## src/rtl/mem_stage_wb.sv

```systemverilog
// Memory-access stage and MEM/WB pipeline register: runs one data-memory access at a time
// over a req/ready handshake, stalls upstream while it is outstanding, aborts on timeout.
module mem_stage_wb #(
    parameter int WORD_LEN        = 32,
    parameter int INSTRUCTION_LEN = 32,
    parameter int REG_ADDR_LEN    = 3,
    parameter int TIMEOUT         = 15
) (
    input  logic                       clk,
    input  logic                       rst,
    input  logic [WORD_LEN-1:0]        PR3_alu_out,
    input  logic [WORD_LEN-1:0]        PR3_store_data,
    input  logic [INSTRUCTION_LEN-1:0] PR3_instruction,
    input  logic [REG_ADDR_LEN-1:0]    PR3_dest,
    input  logic                       PR3_MEM_read,
    input  logic                       PR3_MEM_write,
    input  logic                       PR3_sel_RF_write_src_ALU,
    input  logic                       PR3_sel_RF_write_src_MEM,
    input  logic                       PR3_RF_write_en,
    output logic                       dm_req,
    output logic                       dm_we,
    output logic [WORD_LEN-1:0]        dm_addr,
    output logic [WORD_LEN-1:0]        dm_wdata,
    input  logic [WORD_LEN-1:0]        dm_rdata,
    input  logic                       dm_ready,
    output logic                       mem_stall,
    output logic [WORD_LEN-1:0]        PR4_wb_data,
    output logic [REG_ADDR_LEN-1:0]    PR4_dest,
    output logic                       PR4_RF_write_en,
    output logic [INSTRUCTION_LEN-1:0] PR4_instruction,
    output logic                       mem_error,
    output logic [15:0]                stall_count
);

    typedef enum logic {IDLE, BUSY} state_t;

    localparam logic [7:0] TIMEOUT_LAST = 8'(TIMEOUT - 1);

    state_t                     state;
    logic [7:0]                 wait_cnt;
    logic [INSTRUCTION_LEN-1:0] cap_instruction;
    logic [REG_ADDR_LEN-1:0]    cap_dest;
    logic                       cap_sel_mem;
    logic                       cap_rf_we;
    logic                       mem_op;
    logic                       timeout_hit;

    // The ALU-source select is implied by sel_MEM being low; kept only for port completeness.
    logic unused_sel_alu;
    assign unused_sel_alu = PR3_sel_RF_write_src_ALU;

    assign mem_op      = PR3_MEM_read | PR3_MEM_write;
    assign timeout_hit = (state == BUSY) && !dm_ready && (wait_cnt == TIMEOUT_LAST);
    assign mem_stall   = ((state == IDLE) && mem_op) ||
                         ((state == BUSY) && !dm_ready && !timeout_hit);
    assign dm_req      = (state == BUSY);

    // NOTE: every register here is non-blocking (<=) so all state updates see pre-edge values;
    // the capture registers are reset too because dm_addr/dm_wdata must read 0 out of reset.
    always_ff @(posedge clk or negedge rst) begin
        if (!rst) begin
            state           <= IDLE;
            wait_cnt        <= '0;
            dm_we           <= 1'b0;
            dm_addr         <= '0;
            dm_wdata        <= '0;
            cap_instruction <= '0;
            cap_dest        <= '0;
            cap_sel_mem     <= 1'b0;
            cap_rf_we       <= 1'b0;
            PR4_wb_data     <= '0;
            PR4_dest        <= '0;
            PR4_RF_write_en <= 1'b0;
            PR4_instruction <= '0;
            mem_error       <= 1'b0;
            stall_count     <= '0;
        end else begin
            if (mem_stall && (stall_count != 16'hFFFF))
                stall_count <= stall_count + 16'd1;

            case (state)
                IDLE: begin
                    if (mem_op) begin
                        dm_addr         <= PR3_alu_out;
                        dm_wdata        <= PR3_store_data;
                        dm_we           <= PR3_MEM_write;
                        cap_instruction <= PR3_instruction;
                        cap_dest        <= PR3_dest;
                        cap_sel_mem     <= PR3_sel_RF_write_src_MEM;
                        cap_rf_we       <= PR3_RF_write_en;
                        wait_cnt        <= '0;
                        state           <= BUSY;
                        PR4_wb_data     <= '0;
                        PR4_dest        <= '0;
                        PR4_RF_write_en <= 1'b0;
                        PR4_instruction <= '0;
                    end else begin
                        PR4_wb_data     <= PR3_alu_out;
                        PR4_dest        <= PR3_dest;
                        PR4_RF_write_en <= PR3_RF_write_en;
                        PR4_instruction <= PR3_instruction;
                    end
                end
                BUSY: begin
                    if (dm_ready) begin
                        PR4_wb_data     <= cap_sel_mem ? dm_rdata : dm_addr;
                        PR4_dest        <= cap_dest;
                        PR4_RF_write_en <= cap_rf_we;
                        PR4_instruction <= cap_instruction;
                        dm_we           <= 1'b0;
                        wait_cnt        <= '0;
                        state           <= IDLE;
                    end else if (timeout_hit) begin
                        // Abort: retire the instruction without a register write.
                        PR4_wb_data     <= dm_addr;
                        PR4_dest        <= cap_dest;
                        PR4_RF_write_en <= 1'b0;
                        PR4_instruction <= cap_instruction;
                        mem_error       <= 1'b1;
                        dm_we           <= 1'b0;
                        wait_cnt        <= '0;
                        state           <= IDLE;
                    end else begin
                        wait_cnt        <= wait_cnt + 8'd1;
                        PR4_wb_data     <= '0;
                        PR4_dest        <= '0;
                        PR4_RF_write_en <= 1'b0;
                        PR4_instruction <= '0;
                    end
                end
                default: state <= IDLE;
            endcase
        end
    end

endmodule

```

## config.mk

```make
export PLATFORM = sky130hd
export DESIGN_NAME = mem_stage_wb
export DESIGN_NICKNAME = d
export VERILOG_FILES = /design/src/rtl/mem_stage_wb.sv
export SDC_FILE = /design/constraint.sdc
export NUM_CORES = 1
export LEC_CHECK = 0
export ABC_AREA = 0
export CAP_MARGIN = 0
export CORE_UTILIZATION = 45
export DETAILED_ROUTE_END_ITERATION = 7
export HOLD_SLACK_MARGIN = 0.06
export PLACE_DENSITY = 0.93
export SLEW_MARGIN = 20
export SYNTH_ARGS = -nofsm -noshare
export SYNTH_HDL_FRONTEND = slang
export SYNTH_SLANG_ARGS = --single-unit
```

## constraint.sdc

```tcl
create_clock -name clk -period 4.69 [get_ports clk]
set_input_delay 0.938 -clock clk [delete_from_list [all_inputs] [get_ports clk]]
set_output_delay 0.938 -clock clk [all_outputs]
set_load 0.005 [all_outputs]
```

* Word-level counts from Yosys, hierarchy flattened
Cells that the tools add are included.
** Storage, ports and cells
- Bits in registers :: 196
- Logic and storage cells :: 63
** Cells by class
- $add $sub $neg :: 2
- Equality and inequality tests :: 4
- Multiplexer cells :: 28
- Bitwise gates (word level) :: 3
- Reduce and logical (&&, ||, !) cells :: 11
** Operators with widths (count)
- 32-bit two-way mux :: 7
- 32-bit case mux with 2 select lines :: 2
- 8-bit two-way mux :: 3
- 16-bit by 1-bit adder with 16-bit output, second input constant :: 1
- 16-bit != test, second input constant :: 1
- 8-bit case mux with 2 select lines :: 1
- 3-bit two-way mux :: 3
- 8-bit by 1-bit adder with 8-bit output, second input constant :: 1
- 8-bit by 4-bit == test with 1-bit output, second input constant :: 1
- 1-bit two-way mux :: 8
- 1-bit case mux with 2 select lines :: 3
- 3-bit case mux with 2 select lines :: 1
- 1-bit logical AND :: 5
- 2-bit AND reduction :: 2
- 3-bit by 2-bit != test with 1-bit output, second input constant :: 1
- 3-bit AND reduction :: 1
- 1-bit logical NOT :: 2
- 2-bit != test, second input constant :: 1
- 1-bit NOT :: 2
- 1-bit logical OR :: 1
- 1-bit OR :: 1

* Depth between registers and ports, before layout
Gate-level depths: netlist of the first run.
- Word-level depth :: 7
- Depth in mapped cells :: 8

* Worst setup path after synthesis of the first run
Ideal clock, no wire load.
- Path kind :: input to output
- Start :: input port dm_ready
- End :: output port mem_stall
- Arrival :: 1.358 ns
- Setup slack :: 2.394 ns
- Cell stages on the path :: 3
- Path buffers :: 0
- Cell sequence :: and2b_1 -> o21ai_4 -> nand2_1
** Between the ends
- Cells in the longest elaborated chain, start to end :: 6
** RTL lines
- start: declaration :: RTL line 25 : input logic dm_ready,
- 1-bit logical NOT (*) :: RTL line 53, 55
- 1-bit logical AND (*) :: RTL line 53, 55
- 1-bit logical AND :: RTL line 53 : assign timeout_hit = (state == BUSY) && !dm_ready && (wait_cnt == TIMEOUT_LAST);
- 1-bit logical NOT :: RTL line 55 : ((state == BUSY) && !dm_ready && !timeout_hit);
- 1-bit logical AND (*) :: RTL line 55
- 1-bit logical OR (*) :: RTL line 54 : assign mem_stall = ((state == IDLE) && mem_op) ||
- end: declaration :: RTL line 26 : output logic mem_stall,
Every way passes the cells marked *; elsewhere a longest branch is shown, timed or not.

* Final worst setup path of the first run
Same ends and word-level chain as after synthesis.

==> reports/summary.md, run 1 <==
## Cells and area
- **share of post-route cells with drive strength above 1** 17.5%
- **area delta synth->final** 48.0%
- **area of all sequential standard cells** 4900 µm²
- **antenna cell count** 0
- **most frequent cells in the layout** sky130_fd_sc_hd__clkdlybuf4s50_1 (288), sky130_fd_sc_hd__dfrtp_1 (196), sky130_fd_sc_hd__mux2_2 (104), sky130_fd_sc_hd__nand2_1 (77), sky130_fd_sc_hd__a22o_1 (35)
- **most common cell after layout, fill and taps aside** sky130_fd_sc_hd__clkdlybuf4s50_1
- **Fillers** 1185
- **combined area of the multi-input logic cells** 2590 µm²
- **count of nets after finishing** 987

## Detailed routing
- **routed wire length** 19.7 mm
- **Detailed Route Iter0 Violations** 316
- **vias** 5598
- **routed length per placed instance** 18.2 µm
- **Via-to-Cell Ratio** 5.19
- **Final ANT Viol Nets** 0
- **number of optimization iterations in the first detailed-route pass** 4
- **drc violations** 0

## Pwr
- **total power after layout** 5.55 mW
- **worst vdd rail ir drop** 261 µV
- **power density over cell area** 489 nW/µm²
- **leakage power of the design** 4.90 nW

## Timing
- **worst-case headroom to the max-slew limit** 39.2%
- **Peak Freq** 0.293 GHz
- **clock period minus final worst setup slack** 3.41 ns
- **final count of negative-setup-slack endpoints** 0
- **Max Clock Skew** 0.0119 ns
- **Final Hold Fails** 0
- **final critical-path share of the clock period** 72.7%
- **Worst Tran Pin Value** 0.912 ns
- **accumulated negative setup slack** 0 ns
- **setup repair after global routing missed its margin** no
- **Final Max Tran Viols** 0

## Floorplanning
- **IO Pins** 291
- **starting density of the core** 46.2%
- **Floorplan Core Area** 16600 µm²
- **Std-Cell Rows** 47
- **width of the die** 132 µm
- **height of the die** 132 µm
- **die area** 17500 µm²

## Synth
- **number of distinct library cell variants in the gate-level netlist after synthesis** 40
- **Yosys reg bits** 196
- **average instance area after synthesis** 13.7 µm²
- **sequential share of the synthesized area** 64.0%
- **Primary FF master, synth** sky130_fd_sc_hd__dfrtp_1
- **number of synthesized flops with an enable pin** 0
- **Syn Nets** 703
- **total standard cell area after synthesis** 7660 µm²
- **asr flop ratio synth** 100%
- **Ys Warns** 0
- **number of instances in the synthesized netlist** 561

## Setup path
- **critical path data arrival time** 2.47 ns
- **Worst path slowest cell** sky130_fd_sc_hd__clkdlybuf4s50_1
- **Worst Path Max Fanout** 7
- **Critical Path Sink Type** primary output
- **Worst path most repeated cell** sky130_fd_sc_hd__clkdlybuf4s50_1
- **Worst Path Class, Setup** in2out
- **critical path, cell by cell** clkdlybuf4s50_1 > and2b_1 > o21ai_4 > nand2_1 > clkdlybuf4s50_1
- **Critical Path Source Type** input port
- **required time worst endpoint** 3.75 ns
- **slowest cell delay on critical path** 0.51 ns

## Clocking
- **insertion delay to the later sink of the worst-skew pair** 0.42 ns
- **Max Buffers Root-to-Sink** 2
- **count of H-tree levels built during CTS** 4
- **Num CTS Buffers** 17
- **clock transition at the registers of the reported paths** 0.07 ns
- **number of buffers inserted for hold repair after clock tree synthesis** 0
- **post-CTS repair timing setup buffer count** 0
- **clock root cell** sky130_fd_sc_hd__clkbuf_16
- **clk sinks** 196
- **number of instances resized during post-cts repair** 0
- **CTS tree** built

## Run
- **number of maximum-capacitance violations** 0

## Global route
- **layer carrying the most global-route usage** met2
- **overflow left after global routing** 0
- **met2 GRT Util** 38.5%
- **pin count of the biggest net entering global routing** 114
- **Global Route met1 Usage** 28.2%
- **Total GRT Usage** 23.0%
- **GR Util met3** 5.79%
- **vias in the first global route** 5766
- **global-route wire length before repair** 31.3 mm
- **initial antenna violation count** 0

## Placed design
- **detailed placement HPWL** 13.6 mm
- **weighted congestion reported at the end of routability-driven placement** 0.809
- **port buffer count** 289

## Outcome
- **outcome** complete, no violations

## Hold path
- **worst min-delay path class** reg2reg

[registers in the layout, summed over array words and instances, names as in the netlist]
name             count
cap_rf_we            1
mem_error            1
dm_addr             32
PR4_RF_write_en      1
PR4_instruction     32
cap_sel_mem          1
stall_count         16
wait_cnt             8
PR4_dest             3
dm_we                1
cap_dest             3
cap_instruction     32
PR4_wb_data         32
dm_req               1
dm_wdata            32
[metrics by stage]
stage	worst slack, ns	instances	area [µm²]	util (%)	hold slack (ns)
final	1.28	1078	11300	68.4	0.474
after global routing	1.24	1078	11300	68.4	0.497
after CTS	1.29	1078	11300	68.4	0.481
after detailed placement	1.16	1046	10800	64.9	0.457
after global placement	1.18	1046	10800	64.9	0.451
after floorplan	2.39	561	7660	-	0.451
[worst paths after layout]
| check | end | cells after the start | startpoint | slack, ns |
|---|---|---|---|---|
| worst max-delay path | mem_stall | 5 | dm_ready | 1.28 |
| worst min-delay path | mem_error | 1 | mem_error | 0.47 |
| worst max register to register | dm_wdata[20] | 4 | dm_req | 2.06 |
| worst min register to register | mem_error | 1 | mem_error | 0.47 |
| max in group asynchronous | cap_instruction[1] | 2 | rst | 3.12 |
| min in group asynchronous | dm_addr[25] | 1 | rst | 0.58 |
[cells in the mapped netlist (2+ instances only)]
master                       n  area, µm²
sky130_fd_sc_hd__dfrtp_1   196       4900
sky130_fd_sc_hd__mux2_2    104       1170
sky130_fd_sc_hd__nand2_1    77        289
sky130_fd_sc_hd__a22o_1     35        307
sky130_fd_sc_hd__a22oi_1    32        240
sky130_fd_sc_hd__buf_2      15       75.1
sky130_fd_sc_hd__clkbuf_1   12       45.0
sky130_fd_sc_hd__nor2_1     11       41.3
sky130_fd_sc_hd__xnor2_1    11       96.3
sky130_fd_sc_hd__nand4_1     8       50.1
sky130_fd_sc_hd__nand3_1     7       35.0
sky130_fd_sc_hd__and3_1      6       37.5
sky130_fd_sc_hd__xor2_1      5       43.8
sky130_fd_sc_hd__buf_4       4       30.0
sky130_fd_sc_hd__inv_1       4       15.0
sky130_fd_sc_hd__ha_1        3       37.5
sky130_fd_sc_hd__o21ai_0     3       15.0
sky130_fd_sc_hd__or3_1       3       18.8
sky130_fd_sc_hd__a21oi_1     2       10.0
sky130_fd_sc_hd__a31oi_1     2       12.5
sky130_fd_sc_hd__o21a_1      2       15.0
[routing by layer]
layer  vias up  wire length [µm]  share of wire, %
li1       2560                 -                 -
met1      2784              7880                40
met2       217              9870                50
met3        37              1340               6.8
met4         0               562               2.9
met5         -                 0                 0
[cells by family (layout without fill, tap and decap cells)]
group	count (synthesis)	after routing	share of synthesized area, %
simple gates	122	122	7.19
buf+inv	36	333	2.30
compound gates	84	84	8.87
fa+ha+maj	3	3	0.490
flops	196	196	64.0
mux	104	104	15.3
xor+xnor	16	16	1.83
[cell type report]
type	count	share of cell area (%)
Inverter	4	0.132
Sequential cell	196	43.3
Tap cell	220	2.43
Clock inverter	15	1.37
Clock buffer	17	3.75
Multi-Input combinational cell	329	22.9
Timing Repair Buffer	297	26.2
[critical path, delay by kind of cell]
kind | cells | cell delay [ns]
compound gates | 1 | 0.11
buf+inv | 2 | 1.00
simple gates | 2 | 0.42
[power breakdown]
| part | switching (mW) | internal, mW |
|---|---|---|
| logic | 0.605 | 1.11 |
| registers | 0.273 | 2.16 |
| clock network | 0.657 | 0.746 |
No activity file was read; power rests on OpenSTA's default activity.
==> run 2: changes to the inputs <==
--- a/config.mk
+++ b/config.mk
@@ -7,10 +7,10 @@
 export LEC_CHECK = 0
 export ABC_AREA = 0
 export CAP_MARGIN = 0
-export CORE_UTILIZATION = 45
+export CORE_UTILIZATION = 44
 export DETAILED_ROUTE_END_ITERATION = 7
 export HOLD_SLACK_MARGIN = 0.06
-export PLACE_DENSITY = 0.93
+export PLACE_DENSITY = 0.91
 export SLEW_MARGIN = 20
 export SYNTH_ARGS = -nofsm -noshare
 export SYNTH_HDL_FRONTEND = slang
==> constraint.sdc (replaced) <==
create_clock -name clk -period 3.52 [get_ports clk]
set_input_delay 0.704 -clock clk [delete_from_list [all_inputs] [get_ports clk]]
set_output_delay 0.704 -clock clk [all_outputs]
set_load 0.005 [all_outputs]
==> run 2 against run 1 <==
Sequential share of layout area shrank 0.076 points. Final area grew 0.18%. Critical path type unchanged. Global-route usage shrank 0.68 points. Critical endpoint unchanged.
==> reports/summary.md, run 2 (synthesis results as in run 1) <==
## Clocking
- **Num CTS Buffers** 17, unchanged
- **clock root cell** sky130_fd_sc_hd__clkbuf_16, unchanged
- **Max Buffers Root-to-Sink** 2, unchanged
- **CTS tree** built, unchanged
- **count of H-tree levels built during CTS** 4, unchanged
- **clock transition at the registers of the reported paths** 0.07 ns, about the same
- **clk sinks** 196, unchanged
- **number of buffers inserted for hold repair after clock tree synthesis** 0, unchanged
- **post-CTS repair timing setup buffer count** 0, unchanged
- **insertion delay to the later sink of the worst-skew pair** 0.42 ns, about the same
- **number of instances resized during post-cts repair** 0, unchanged

## Detailed routing
- **vias** 5605, was 5598
- **Detailed Route Iter0 Violations** 252, was 316
- **Via-to-Cell Ratio** 5.19, about the same
- **number of optimization iterations in the first detailed-route pass** 4, unchanged
- **routed wire length** 19.9 mm, was 19.7 mm
- **Final ANT Viol Nets** 0, unchanged
- **drc violations** 0, unchanged
- **routed length per placed instance** 18.4 µm, was 18.2 µm

## Timing
- **worst-case headroom to the max-slew limit** 57.5%, was 39.2%
- **Peak Freq** 0.339 GHz
- **accumulated negative setup slack** 0 ns, unchanged
- **Worst Tran Pin Value** 0.638 ns, was 0.912 ns
- **clock period minus final worst setup slack** 2.95 ns
- **Final Max Tran Viols** 0, unchanged
- **Final Hold Fails** 0, unchanged
- **final count of negative-setup-slack endpoints** 0, unchanged
- **setup repair after global routing missed its margin** no, unchanged
- **Max Clock Skew** 0.0128 ns, was 0.0119 ns
- **final critical-path share of the clock period** 83.9%

## Outcome
- **outcome** complete, no violations, unchanged

## Global route
- **Total GRT Usage** 22.3%, was 23.0%
- **global-route wire length before repair** 30.9 mm, was 31.3 mm
- **initial antenna violation count** 0, unchanged
- **vias in the first global route** 5758, was 5766
- **pin count of the biggest net entering global routing** 105, was 114
- **overflow left after global routing** 0, unchanged

## Pwr
- **total power after layout** 7.38 mW, was 5.55 mW
- **clock power share** 25.2%, was 25.3%
- **worst vdd rail ir drop** 371 µV, was 261 µV
- **power density over cell area** 650 nW/µm², was 489 nW/µm²
- **sequential cell fraction of total power** 43.7%, was 43.8%
- **switching power** 2.07 mW, was 1.54 mW
- **P_int** 5.31 mW, was 4.01 mW
- **share of power burned in combinational logic** 31.1%, was 30.9%
- **Switching Share** 28.1%, was 27.7%
- **leakage power of the design** 4.92 nW, was 4.90 nW

## Floorplanning
- **Std-Cell Rows** 47, unchanged
- **Floorplan Core Area** 16800 µm², was 16600 µm²
- **height of the die** 134 µm, was 132 µm
- **IO Pins** 291, unchanged
- **starting density of the core** 45.5%, was 46.2%
- **die area** 17900 µm², was 17500 µm²
- **width of the die** 134 µm, was 132 µm

## Cells and area
- **most common cell after layout, fill and taps aside** sky130_fd_sc_hd__clkdlybuf4s50_1, unchanged
- **share of post-route cells with drive strength above 1** 17.6%, was 17.5%
- **antenna cell count** 0, unchanged
- **non-filler cells in the finished layout** 1080, was 1078
- **most frequent cells in the layout** sky130_fd_sc_hd__clkdlybuf4s50_1 (288), sky130_fd_sc_hd__dfrtp_1 (196), sky130_fd_sc_hd__mux2_2 (104), sky130_fd_sc_hd__nand2_1 (77), sky130_fd_sc_hd__a22o_1 (35), unchanged
- **area delta synth->final** 48.3%, was 48.0%
- **count of nets after finishing** 989, was 987

## Setup path
- **worst reg-to-reg path cell count** 5, was 4
- **required time worst endpoint** 2.82 ns, was 3.75 ns
- **RR Startpoint** dm_req, unchanged
- **end of the worst register-to-register path** stall_count[1], was dm_wdata[20]
- **Critical Path Source Type** input port, unchanged
- **critical path data arrival time** 2.25 ns, was 2.47 ns
- **Worst Path Max Fanout** 7, unchanged
- **R2R setup slack** 1.58 ns, was 2.06 ns
- **Critical Path Sink Type** primary output, unchanged
- **Worst Path Class, Setup** in2out, unchanged

## Placed design
- **number of placed instances, taps included** 1048, was 1046
- **weighted congestion reported at the end of routability-driven placement** 0.821, was 0.809
- **detailed placement HPWL** 14.0 mm, was 13.6 mm
- **port buffer count** 289, unchanged

## Run
- **number of maximum-capacitance violations** 0, unchanged

## Hold path
- **worst min-delay path class** in2async, was reg2reg

run 2: cell count changes in the layout (fill, tap and decap cells not counted):
cell / previous run / this run
sky130_fd_sc_hd__clkinvlp_4: 4 / 1
sky130_fd_sc_hd__inv_8: 0 / 3
sky130_fd_sc_hd__clkinv_2: 2 / 0
sky130_fd_sc_hd__buf_12: 1 / 2
sky130_fd_sc_hd__buf_4: 7 / 8
sky130_fd_sc_hd__bufinv_16: 1 / 0
sky130_fd_sc_hd__clkbuf_1: 0 / 1
sky130_fd_sc_hd__clkinv_4: 4 / 5
sky130_fd_sc_hd__inv_6: 2 / 3
run 2: layer usage:
layer	global-route usage, %	routed length (µm)
met5	0	0
met1	27.1	7830
met3	4.72	1100
met2	38.1	10300
met4	10.0	681
run 2: worst max path at each step:
| stage | start | endpoint | slack [ns] | cells past startpoint |
|---|---|---|---|---|
| floorplan | dm_ready | mem_stall | 1.69 | 3 |
| global placement | dm_ready | mem_stall | 0.62 | 5 |
| detailed placement | dm_ready | mem_stall | 0.57 | 5 |
| CTS | dm_ready | mem_stall | 0.56 | 5 |
| global route | dm_ready | mem_stall | 0.49 | 5 |
| finish | dm_ready | mem_stall | 0.57 | 5 |
run 2: worst max-delay path, cell delays in order:
cell and delay [ns]:
sky130_fd_sc_hd__clkdlybuf4s50_1 0.50, sky130_fd_sc_hd__and2b_1 0.31, sky130_fd_sc_hd__o21ai_4 0.10, sky130_fd_sc_hd__nand2_1 0.12
sky130_fd_sc_hd__clkdlybuf4s50_1 0.51
run 2: cell type report:
class / count / area (µm²)
clock inverters: 14 / 144
well taps: 220 / 275
repair buffers: 299 / 3000
inverters: 4 / 15.0
clock buffers: 18 / 429
multi-input cells: 329 / 2590
fillers: 1216 / 5460
flip-flops and latches: 196 / 4900
run 2: metrics by stage:
stage          utilization [%]  setup slack [ns]  area [µm²]  hold slack (ns)
4_1_cts                   67.5             0.562       11400            0.322
2_1_floorplan                -              1.69        7660            0.408
6_report                  67.5             0.566       11400            0.295
3_3_place_gp              64.1             0.621       10800            0.459
3_5_place_dp              64.1             0.573       10800            0.456
5_1_grt                   67.5             0.488       11400            0.344
run 2: power by group through the flow:
stage	clock network, mW	logic [mW]	registers [mW]
2_1_floorplan	0	0.875	3.26
6_report	1.86	2.29	3.23
4_1_cts	1.91	2.33	3.23
3_5_place_dp	0	2.32	3.27
3_3_place_gp	0	2.25	3.22
5_1_grt	1.98	2.45	3.30
